`src/rtl/pipelined_handshake_multiplier.sv`:
```
// pipelined_handshake_multiplier
//   Iterative fixed-point multiplier with valid/ready handshakes on both sides.
//   Each CALC cycle it consumes BITS_PER_CYCLE multiplier bits. Operands can be
//   signed (two's complement) or unsigned. Overflow of the formatted result is
//   reported alongside it.
//
//   Handshake: a transfer happens on a rising edge where valid and ready are both
//   high. in_ready is combinational, so a consumer that accepts a result can
//   present new operands on the same edge. y/overflow are only meaningful while
//   out_valid is high, and they are held stable until out_ready is seen.
//
//   Optional feature: define MUL_SAT_EN to clamp y to the largest or smallest
//   representable value when overflow is set. Without it, y is the wrapped slice.
//
//   Constraints: C_WIDTH must be a multiple of BITS_PER_CYCLE (1, 2 or 4).
//   FIXED_POINT must be in 0..C_WIDTH-1.

module pipelined_handshake_multiplier #(
   parameter int C_WIDTH        = 32,
   parameter int FIXED_POINT    = 8,
   parameter int BITS_PER_CYCLE = 1,
   parameter int SIGNED         = 1
) (
   input  logic               ctl_clk,
   input  logic               reset,
   input  logic [C_WIDTH-1:0] a,
   input  logic [C_WIDTH-1:0] b,
   input  logic               in_valid,
   output logic               in_ready,
   output logic [C_WIDTH-1:0] y,
   output logic               overflow,
   output logic               out_valid,
   input  logic               out_ready,
   output logic               busy
);

   localparam int W     = C_WIDTH;
   localparam int FP    = FIXED_POINT;
   localparam int BPC   = BITS_PER_CYCLE;
   localparam int N     = W / BPC;
   localparam int CNT_W = (N > 1) ? $clog2(N) : 1;
   localparam int HI_W  = W + BPC;

   localparam logic [W-1:0]     ONE_W    = 1;
   localparam logic [2*W-1:0]   ONE_2W   = 1;
   localparam logic [CNT_W-1:0] ONE_CNT  = 1;
   localparam logic [CNT_W-1:0] LAST_CNT = CNT_W'(N - 1);

   typedef enum logic [1:0] {
      IDLE = 2'd0,
      CALC = 2'd1,
      FIX  = 2'd2,
      DONE = 2'd3
   } state_t;

   state_t           state;
   logic [W-1:0]     a_mag;      // |a| captured at accept
   logic             sign;       // result sign captured at accept
   logic [2*W-1:0]   acc;        // partial product (high) and remaining multiplier bits (low)
   logic [CNT_W-1:0] cnt;        // CALC iteration index

   // accept-side signals
   logic           accept;
   logic           a_neg;
   logic           b_neg;
   logic [W-1:0]   a_mag_in;
   logic [W-1:0]   b_mag_in;

   // iteration datapath
   logic [BPC-1:0]   slice;
   logic [HI_W-1:0]  partial;
   logic [HI_W-1:0]  sum;
   logic [2*W-1:0]   acc_next;

   // finishing datapath
   logic [2*W-1:0]   prod_fix;
   logic [W-1:0]     y_wrap;
   logic [W-1:0]     y_fmt;
   logic             ovf_calc;

   // Handshake and status outputs depend only on the current state and out_ready.
   always_comb begin
      in_ready = (state == IDLE) || ((state == DONE) && out_ready);
      busy     = (state != IDLE);
      accept   = in_valid && in_ready;
   end

   // Operand magnitudes and result sign. |-2^(W-1)| fits exactly in W unsigned bits.
   always_comb begin
      a_neg    = (SIGNED != 0) && a[W-1];
      b_neg    = (SIGNED != 0) && b[W-1];
      a_mag_in = a_neg ? (~a + ONE_W) : a;
      b_mag_in = b_neg ? (~b + ONE_W) : b;
   end

   // One radix-2^BPC step. Add |a| times the lowest multiplier slice into the high half.
   // Then shift the whole accumulator right by BPC, so the consumed slice falls off.
   always_comb begin
      slice    = acc[BPC-1:0];
      partial  = HI_W'(a_mag) * HI_W'(slice);
      sum      = HI_W'(acc[2*W-1:W]) + partial;
      acc_next = {sum, acc[W-1:BPC]};
   end

   // Apply the sign to the unsigned product and take the fixed-point window.
   always_comb begin
      prod_fix = sign ? (~acc + ONE_2W) : acc;
      y_wrap   = prod_fix[W-1+FP:FP];
   end

   // Overflow means the bits above the result window are not a pure extension of it.
   generate
      if (SIGNED != 0) begin : g_ovf_signed
         assign ovf_calc = (prod_fix[2*W-1:W-1+FP] != {(W+1-FP){prod_fix[2*W-1]}});
      end else begin : g_ovf_unsigned
         assign ovf_calc = (prod_fix[2*W-1:W+FP] != '0);
      end
   endgenerate

   // Fraction bits below the window are truncated on purpose.
   generate
      if (FP > 0) begin : g_frac
         logic unused_frac;
         assign unused_frac = ^prod_fix[(FP > 0 ? FP-1 : 0):0];
      end
   endgenerate

   // Result formatting: wrapped slice, or a clamped value when saturation is built in.
   always_comb begin
      y_fmt = y_wrap;
`ifdef MUL_SAT_EN
      if (ovf_calc) begin
         if (SIGNED != 0) begin
            y_fmt = sign ? {1'b1, {(W-1){1'b0}}} : {1'b0, {(W-1){1'b1}}};
         end else begin
            y_fmt = {W{1'b1}};
         end
      end
`endif
   end

   // Control FSM with registered result outputs. Reset discards any operation in flight.
   always_ff @(posedge ctl_clk) begin
      if (reset) begin
         state     <= IDLE;
         a_mag     <= '0;
         sign      <= 1'b0;
         acc       <= '0;
         cnt       <= '0;
         y         <= '0;
         overflow  <= 1'b0;
         out_valid <= 1'b0;
      end else begin
         unique case (state)
            IDLE: begin
               if (accept) begin
                  a_mag <= a_mag_in;
                  sign  <= a_neg ^ b_neg;
                  acc   <= {{W{1'b0}}, b_mag_in};
                  cnt   <= '0;
                  state <= CALC;
               end
            end
            CALC: begin
               acc <= acc_next;
               cnt <= cnt + ONE_CNT;
               if (cnt == LAST_CNT) begin
                  state <= FIX;
               end
            end
            FIX: begin
               y         <= y_fmt;
               overflow  <= ovf_calc;
               out_valid <= 1'b1;
               state     <= DONE;
            end
            DONE: begin
               // y/overflow stay untouched here, so the held result stays stable under backpressure.
               if (out_ready) begin
                  out_valid <= 1'b0;
                  if (in_valid) begin
                     a_mag <= a_mag_in;
                     sign  <= a_neg ^ b_neg;
                     acc   <= {{W{1'b0}}, b_mag_in};
                     cnt   <= '0;
                     state <= CALC;
                  end else begin
                     state <= IDLE;
                  end
               end
            end
            default: begin
               state <= IDLE;
            end
         endcase
      end
   end

endmodule

```
`config.mk`:
```
export PLATFORM = sky130hd
export DESIGN_NAME = pipelined_handshake_multiplier
export DESIGN_NICKNAME = d
export VERILOG_FILES = /design/src/rtl/pipelined_handshake_multiplier.sv
export SDC_FILE = /design/constraint.sdc
export NUM_CORES = 1
export LEC_CHECK = 0
export ABC_AREA = 1
export CAP_MARGIN = 20
export CELL_PAD_IN_SITES_DETAIL_PLACEMENT = 1
export CELL_PAD_IN_SITES_GLOBAL_PLACEMENT = 2
export CORE_ASPECT_RATIO = 1.5
export CORE_UTILIZATION = 37
export DETAILED_ROUTE_END_ITERATION = 10
export DONT_BUFFER_PORTS = 1
export PLACE_DENSITY = 0.95
export SETUP_SLACK_MARGIN = 0.05
export SLEW_MARGIN = 20
export SYNTH_ARGS = -nofsm -noshare
export SYNTH_HDL_FRONTEND = slang
export SYNTH_SLANG_ARGS = --single-unit
```
`constraint.sdc`:
```
create_clock -name ctl_clk -period 8.9 [get_ports ctl_clk]
set_input_delay 0.89 -clock ctl_clk [delete_from_list [all_inputs] [get_ports ctl_clk]]
set_output_delay 0.89 -clock ctl_clk [all_outputs]
set_load 0.01 [all_outputs]
```
# ---- Word level (Yosys, flattened, before mapping)
# Index checks and enable logic that the tools add are counted.
# Widths: inputs -> output; s select.
dict set report totals {
  register_bits 138
  inputBits 68
  output_inout_bits 36
  word_cells 65
}
dict set report op_classes {
  add_sub_neg 5
  n_mul 1
  n_eq_ne 9
  mux 26
  bitwise_logic 4
  n_reduce_logical 12
}
# cell count
set op_table {}
lappend op_table {{$mux 64} 4}
lappend op_table {{$pmux 64 s3} 1}
lappend op_table {{$mux 32} 5}
lappend op_table {{$add 32x1->32 const B} 2}
lappend op_table {{$add 64x1->64 const B} 1}
lappend op_table {{$not 32->32} 2}
lappend op_table {{$not 64->64} 1}
lappend op_table {{$pmux 32 s2} 1}
lappend op_table {{$add 32x33->33} 1}
lappend op_table {{$mul 32x1->33} 1}
lappend op_table {{$ne 24x24->1} 1}
lappend op_table {{$mux 5} 3}
lappend op_table {{$pmux 5 s3} 1}
lappend op_table {{$ne 2x2->1 const B} 4}
lappend op_table {{$pmux 2 s4} 1}
lappend op_table {{$reduce_and 4->1} 2}
lappend op_table {{$mux 2} 3}
lappend op_table {{$reduce_bool 2->1} 3}
lappend op_table {{$add 5x1->5 const B} 1}
lappend op_table {{$eq 5x5->1 const B} 1}
lappend op_table {{$mux 1} 5}
lappend op_table {{$eq 2x2->1 const B} 2}
lappend op_table {{$pmux 1 s2} 2}
lappend op_table {{$reduce_and 3->1} 1}
lappend op_table {{7 further kinds} 8}

# ---- Longest topological paths before layout
# Gate-level depths: netlist (run 1).
dict set report logic_depth {
  word_depth 6
  mapped_depth 20
  ltp_nobuf 18
}

# ---- Least setup slack after synthesis (run 1)
# Ideal clock, no wire load.
dict set report synth_path {
  path_kind {reg2reg}
  from {reg acc[0]}
  to {reg acc[53]}
  setup_ns 0.132
  t_arrival_ns 2.643
  required_ns 8.768
  slack_ns 6.125
  path_stages_with_launch 20
  path_buffers 2
  period_less_slack_ns 2.775
  cell_sequence {dfxtp_1 buf_6 clkbuf_1 nand2_1 inv_1 ha_1 inv_1 fa_1 inv_1 nand3_1 nand2_1 inv_1 o21a_1 o21bai_1 nand2_1 nand2_1 a21oi_1 or2_2 nand3_1 a21oi_1}
}
dict set report synth_via {
  elab_chain_len 3
}
# element line_no
set synth_lines {}
lappend synth_lines {{start, declared} 59} ;# logic [2*W-1:0] acc;
lappend synth_lines {{start signal, assigned} 159} ;# acc <= {{W{1'b0}}, b_mag_in};
lappend synth_lines {{start signal, assigned} 165} ;# acc <= acc_next;
lappend synth_lines {{start signal, assigned} 184} ;# acc <= {{W{1'b0}}, b_mag_in};
lappend synth_lines {{$mul 32x1->33} 100} ;# partial = HI_W'(a_mag) * HI_W'(slice);
lappend synth_lines {{$add 32x33->33} 101} ;# sum = HI_W'(acc[2*W-1:W]) + partial;
lappend synth_lines {{$pmux 64 s3} 154} ;# unique case (state)
# No other way between the ends.
# A chain may end at the register's enable or synchronous reset.

# ---- Worst setup path after layout (run 1)
# Ends and elaborated chain as after synthesis.

==> results of run 1 <==
[cell type report]
cell class / count / area, um2 / area share
well taps: 395 / 494 / 0.0414
repair buffers: 6 / 45.0 / 0.00377
clock inverters: 10 / 116 / 0.00974
inverters: 232 / 873 / 0.0731
clock buffers: 20 / 467 / 0.0391
multi-input cells: 1441 / 7180 / 0.601
flip-flops and latches: 138 / 2770 / 0.231
[power breakdown]
group	internal (mW)	leakage, nW	switching (mW)
sequential	0.778	1.13	0.215
combinational	0.424	4.36	1.03
clock	0.432	0.285	0.296
total	1.63	5.77	1.54
[stage by stage]
| stage | std cells | power, mW | cell area (um2) |
|---|---|---|---|
| after global placement | 2212 | 2.40 | 11400 |
| after floorplan | 1871 | 1.99 | 11000 |
| after global routing | 2242 | 3.41 | 11900 |
| final | 2242 | 3.17 | 11900 |
| after detailed placement | 2212 | 2.44 | 11400 |
| after CTS | 2242 | 3.18 | 11900 |
[layout by cell type (no fill, tap or decap), drive strengths merged, types with 6 or more instances in the layout]
master | Yosys | layout
a21oi | 138 | 138
nand3b | 11 | 11
clkbuf | 47 | 20
o211ai | 21 | 21
dfxtp | 138 | 138
buf | 13 | 6
clkinv | 2 | 6
ha | 40 | 40
nor4 | 6 | 6
nand4 | 16 | 16
o21ai | 113 | 113
a31oi | 33 | 33
nor2 | 262 | 262
or2 | 15 | 15
o21bai | 6 | 6
nor3 | 25 | 25
inv | 230 | 232
xnor2 | 11 | 11
nand2 | 549 | 549
nand3 | 109 | 109
xor2 | 37 | 37
o221ai | 23 | 23
[state kept, by name, indices dropped and copies added, names as in the netlist]
| signal | count |
|---|---|
| a_mag | 32 |
| acc | 64 |
| sign | 1 |
| out_valid | 1 |
| state | 2 |
| y | 32 |
| overflow | 1 |
| cnt | 5 |
[synthesized netlist by cell type (all sizes together), types with 4 or more instances]
| cell | number | area, um2 |
|---|---|---|
| o21bai | 6 | 45.0 |
| nand2 | 549 | 2090 |
| nand3 | 109 | 561 |
| or2 | 15 | 96.4 |
| buf | 13 | 65.1 |
| o21a | 5 | 37.5 |
| nand3b | 11 | 86.3 |
| a21oi | 138 | 698 |
| dfxtp | 138 | 2760 |
| xnor2 | 11 | 96.3 |
| clkbuf | 47 | 176 |
| xor2 | 37 | 324 |
| nor2 | 262 | 1050 |
| nor3 | 25 | 135 |
| o21ai | 113 | 577 |
| o22ai | 4 | 25.0 |
| inv | 230 | 866 |
| nor4 | 6 | 37.5 |
| ha | 40 | 500 |
| nand4 | 16 | 100 |
| a221oi | 5 | 43.8 |
| o211ai | 21 | 158 |
| o221ai | 23 | 201 |
| a31oi | 33 | 206 |
[layer usage]
metal,vias to the layer above,wire length [um]
li1,6022,-
met2,236,21500
met4,0,2180
met5,-,0
met3,98,1420
met1,5896,15800
[critical path, stage by stage (launching register included)]
cell and delay (ps):
dfxtp_2 730, nand2_1 110, inv_1 80, ha_1 160, inv_1 50, fa_1 400, inv_1 70, nand3_1 60
nand2_1 90, inv_1 60, o21a_1 200, o21bai_1 290, nand2_1 130, nand2_1 140, a21oi_1 90, or2_2 280
nand3_1 70, a21oi_1 70
[final timing paths]
kind | startpoint | endpoint | slack, ps | cells after the start
worst max-delay path | acc[0]$_SDFFE_PP0P_ | acc[53]$_SDFFE_PP0P_ | 5700 | 17
worst min-delay path | cnt[4]$_SDFFE_PP0P_ | cnt[4]$_SDFFE_PP0P_ | 470 | 2
worst max register to register | acc[0]$_SDFFE_PP0P_ | acc[53]$_SDFFE_PP0P_ | 5700 | 17
worst min register to register | cnt[4]$_SDFFE_PP0P_ | cnt[4]$_SDFFE_PP0P_ | 470 | 2
[logic make-up (layout without fill, tap and decap cells)]
logic type | count (synthesis) | after routing | synth area share
and+or+nand+nor | 994 | 994 | 0.376
buffers and inverters | 292 | 268 | 0.101
AOI/OAI and AO/OA | 358 | 358 | 0.187
xor gates and xnor gates | 48 | 48 | 0.0381
DFF | 138 | 138 | 0.250
adders and majority gates | 41 | 41 | 0.0471
==> qor.yml, run 1 <==
routing:
  routed_wl_um: 40900
  antenna_left: 0
  vias_per_cell: 5.46
  dr_total_vias: 12300
  wl_per_cell_um: 18.2
  drt_iter0_drc: 521
  drc: 0
  dr.pass1.iters: 4
logic_synthesis:
  async_reset_ff_frac: 0
  yosys_warnings: 0
  syn_nets: 1980
  synth_ff_type: "dfxtp_1"
  ys_ff_latch: 138
  syn_area_um2: 11000
  netlist_instances: 1871
  synth_cell_types: 48
  yosysSeqAreaShare: 0.250
  synth_edf_count: 0
  syn_area_per_cell_um2: 5.90
die:
  initial_core_util: 0.376
  io_pins: 104
  std_cell_rows: 77
  die_area_um2: 30600
  die-width_um: 143
  coreArea_um2: 29400
  die_y_um: 214
cts:
  clock_latency_ps: 450
  cts-htree-levels: 4
  clock-root-buffer: "clkbuf_16"
  cts_resized: 0
  post_cts_buffers: 0
  cts_tree: "done"
  postCtsHoldBufs: 0
  cts.sinks: 138
  numCtsBuffers: 17
  clk_path_buf_depth: 2
  path_clk_slew_ps: 60
sta:
  rsz0062_at_grt: "no"
  drv_slew: 0
  finalHoldViolCount: 0
  worst_pin_slew_ps: 1040
  timing.fmax_mhz: 313
  relSlewSlack: 0.306
  setup_violations: 0
  min_period_over_period: 0.359
  setup_tns_ps: 0
  clock_skew_ps: 10.1
  period_needed_ps: 3200
  fin_hold_ws_ps: 473
  fin_ws_ps: 5700
cells_and_area:
  nFillCells: 4050
  fin_util: 0.407
  drive_gt1_frac: 0.0531
  area_delta_synth_final_pct: 8.13
  finalNetCount: 1945
  n_antenna_cell: 0
setup_path:
  endpoint_kind: "flop"
  cp_max_fo: 34
  path_class: "flop to flop"
  critPathRequiredTime_ps: 9230
  critical_path_arrival_ps: 3530
  start_kind: "flop"
global_routing:
  track_usage: 0.279
  overflow: 0
  grtUsageMet1: 0.287
  grt_max_degree: 68
  busiest_layer: "met2"
  grt_pass1_wl_um: 65800
  antenna_found_initial: 0
  grt_pass1_vias: 12700
  use_met2: 0.532
  use_met3: 0.0458
hold_path:
  worstHoldPathType: "flop to flop"
place:
  gp_congestion: 0.910
  place_ws_ps: 5310
  dp_hpwl_um: 32300
  numPortBuffers: 0
run_status:
  status: "completed"
power:
  p_leak_nw: 5.77
  p_per_area_nw_per_um2: 266
  ir_worst_vdd_v: 0.000172
flow_run:
  cap_violations: 0
No activity file was read; power rests on OpenSTA's default activity.
==> run 2: changes to the inputs <==
ABC_AREA = 0   (was 1)
CORE_UTILIZATION = 38   (was 37)
PLACE_DENSITY = 0.91   (was 0.95)
clock period = 3.1 ns   (was 8.9 ns; I/O delays follow)
==> qor.yml, run 2 <==
global_routing:
  overflow: 0
  grt_max_degree: 125
  antenna_found_initial: 0
  grt_pass1_vias: 9991
  grt_pass1_wl_um: 51000
  track_usage: 0.246
setup_path:
  r2r_slack_ps: -250
  crit_top_cell: "or4_4"
  r2r_start: "acc[13]$_SDFFE_PP0P_"
  cp_max_fo: 5
  path_class: "flop to flop"
  worstPathCellList: "or4_4 > or4_4 > buf_4 > or4_4 > buf_6 > or2_4 > o311a_1 > o31ai_2 > a41oi_2"
  crit_family: "simple AND/OR/NAND/NOR gates"
  slowest_delay_ps: 530
  crit_slowest_cell: "or4_4"
  start_kind: "flop"
  critPathRequiredTime_ps: 3400
  endpoint_kind: "flop"
  cp-startpoint: "acc[13]$_SDFFE_PP0P_"
  worst-path-buf-inv: 2
  critical_path_arrival_ps: 3660
sta:
  finalHoldViolCount: 0
  worst_pin_slew_ps: 708
  drv_slew: 0
  fin_ws_ps: -254
  setup_violations: 7
  timing.fmax_mhz: 298
  fin_hold_ws_ps: 69.8
  clock_skew_ps: 10.8
  min_period_over_period: 1.08
  relSlewSlack: 0.528
  rsz0062_at_grt: "yes"
  period_needed_ps: 3350
routing:
  dr.pass1.iters: 5
  wl_per_cell_um: 20.2
  antenna_left: 0
  vias_per_cell: 5.87
  dr_total_vias: 9707
  drc: 0
  drt_iter0_drc: 417
  routed_wl_um: 33400
logic_synthesis:
  synth_ff_type: "dfxtp_1"
  yosysSeqAreaShare: 0.284
  ys_ff_latch: 138
  yosys.area.top_type: "dfxtp_1"
  synth_edf_count: 0
  syn_area_per_cell_um2: 7.80
  synthTopCellsByArea: "dfxtp_1 (28%), xor2_1 (7.6%), nor2_1 (6.1%), a211oi_1 (5.4%), ha_1 (5.1%)"
  synth_common_cells: "nor2_1 (157), dfxtp_1 (138), nand2_1 (121)"
  syn_nets: 1357
  yosys_warnings: 0
  synth.top_cell.area_share: 0.284
  synth_most_common_cell: "nor2_1"
  synth_cell_types: 79
  async_reset_ff_frac: 0
  netlist_instances: 1248
  syn_area_um2: 9740
cells_and_area:
  finalNetCount: 1420
  area_delta_synth_final_pct: 24.0
  reg_top3: "acc: 64 flops, a_mag: 32 flops, y: 32 flops"
  nFillCells: 2995
  regMostFlops: "acc"
  fin_cells: 1653
  largest_reg_flops: 64
  drive_gt1_frac: 0.206
  layout_commonest_cell: "nor2_1"
  final_cell_mix: "nor2_1 (154), dfxtp_1 (135), nand2_1 (118)"
cts:
  cts_tree: "done"
  cts-htree-levels: 4
  path_clk_slew_ps: 70
  clock-root-buffer: "clkbuf_16"
  numCtsBuffers: 17
  clock_latency_ps: 440
  cts.sinks: 138
  clk_path_buf_depth: 2
place:
  placed_cells: 1600
  gp_congestion: 0.836
  dp_hpwl_um: 22900
  place_ws_ps: -301
  numPortBuffers: 0
die:
  die-width_um: 133
  std_cell_rows: 71
  die_y_um: 198
  coreArea_um2: 25100
  initial_core_util: 0.387
  die_area_um2: 26300
  io_pins: 104
hold_path:
  hp-start: "b[31]"
  worstHoldPathType: "input pin to flop"
power:
  total_power_mw: 9.55
  p_per_area_nw_per_um2: 791
  ir_worst_vdd_v: 0.000432
  p_leak_nw: 4.75
run_status:
  status: "finished with violations"
  violations: "setup timing"
flow_run:
  cap_violations: 0
run 2: cell types whose count changed after synthesis, sizes merged, moves of 41 or more:
cell	before	now
inv	230	27
nor2	262	157
a21oi	138	63
a211oi	0	70
nand3	109	23
nand2	549	121
o21ai	113	72
xor2	37	86
run 2: final timing paths:
check,to,cells after the start
worst min-delay path,sign$_SDFFE_PP0P_,2
worst min register to register,cnt[4]$_SDFFE_PP0P_,2
worst max-delay path,overflow$_SDFFE_PP0P_,9
worst max register to register,overflow$_SDFFE_PP0P_,9
run 2: kinds of logic after synthesis:
group	Yosys count	synth area share
simple gates	475	0.239
compound gates	344	0.245
flops	138	0.284
xor+xnor	113	0.102
buf+inv	104	0.0424
fa+ha+maj	41	0.0534
mux	33	0.0343
run 2: worst reg2reg max path: stages, from the launching register on:
cell	delay, ps
dfxtp_2	320
or4_4	530
or4_4	490
buf_4	160
or4_4	480
buf_6	160
or2_4	280
o311a_1	380
o31ai_2	280
a41oi_2	140
run 2: area by class of cell:
class                   instances  area (um2)  share of cell area
well taps                     328         410              0.0340
flip-flops and latches        138        2770               0.229
clock inverters                12         140              0.0116
diodes                          1        2.50            0.000207
inverters                      28         105             0.00870
clock buffers                  20         447              0.0370
multi-input cells            1007        7200               0.596
repair buffers                119        1000              0.0831
run 2: power breakdown:
group / switching [mW] / internal [mW]
sequential: 0.545 / 2.31
combinational: 2.78 / 1.83
clock: 0.878 / 1.22
run 2: metal layers:
metal | routed length (um) | vias to the layer above | track usage
li1 | - | 4687 | -
met1 | 12400 | 4745 | 0.248
met2 | 18500 | 194 | 0.468
met3 | 1150 | 81 | 0.0492
met4 | 1270 | 0 | 0.137
met5 | 0 | - | 0
run 2: stage by stage:
stage,setup TNS (ps),area [um2],utilization
global route,-1530,12100,0.480
detailed placement,-982,10700,0.425
floorplan,-114,9810,-
finish,-579,12100,0.480
CTS,-528,11600,0.462
global placement,-525,10700,0.425
run 2: timing repair:
| action | 4_1_cts | 5_1_grt |
|---|---|---|
| pin swaps | 32 | 44 |
| gates resized for setup | 49 | 76 |
| hold buffers | 1 | 0 |
| cloned | 2 | 0 |
| setup buffers | 6 | 12 |
| endpoints found under the hold margin | 124 | 0 |
| endpoints found under the setup margin | 18 | 31 |
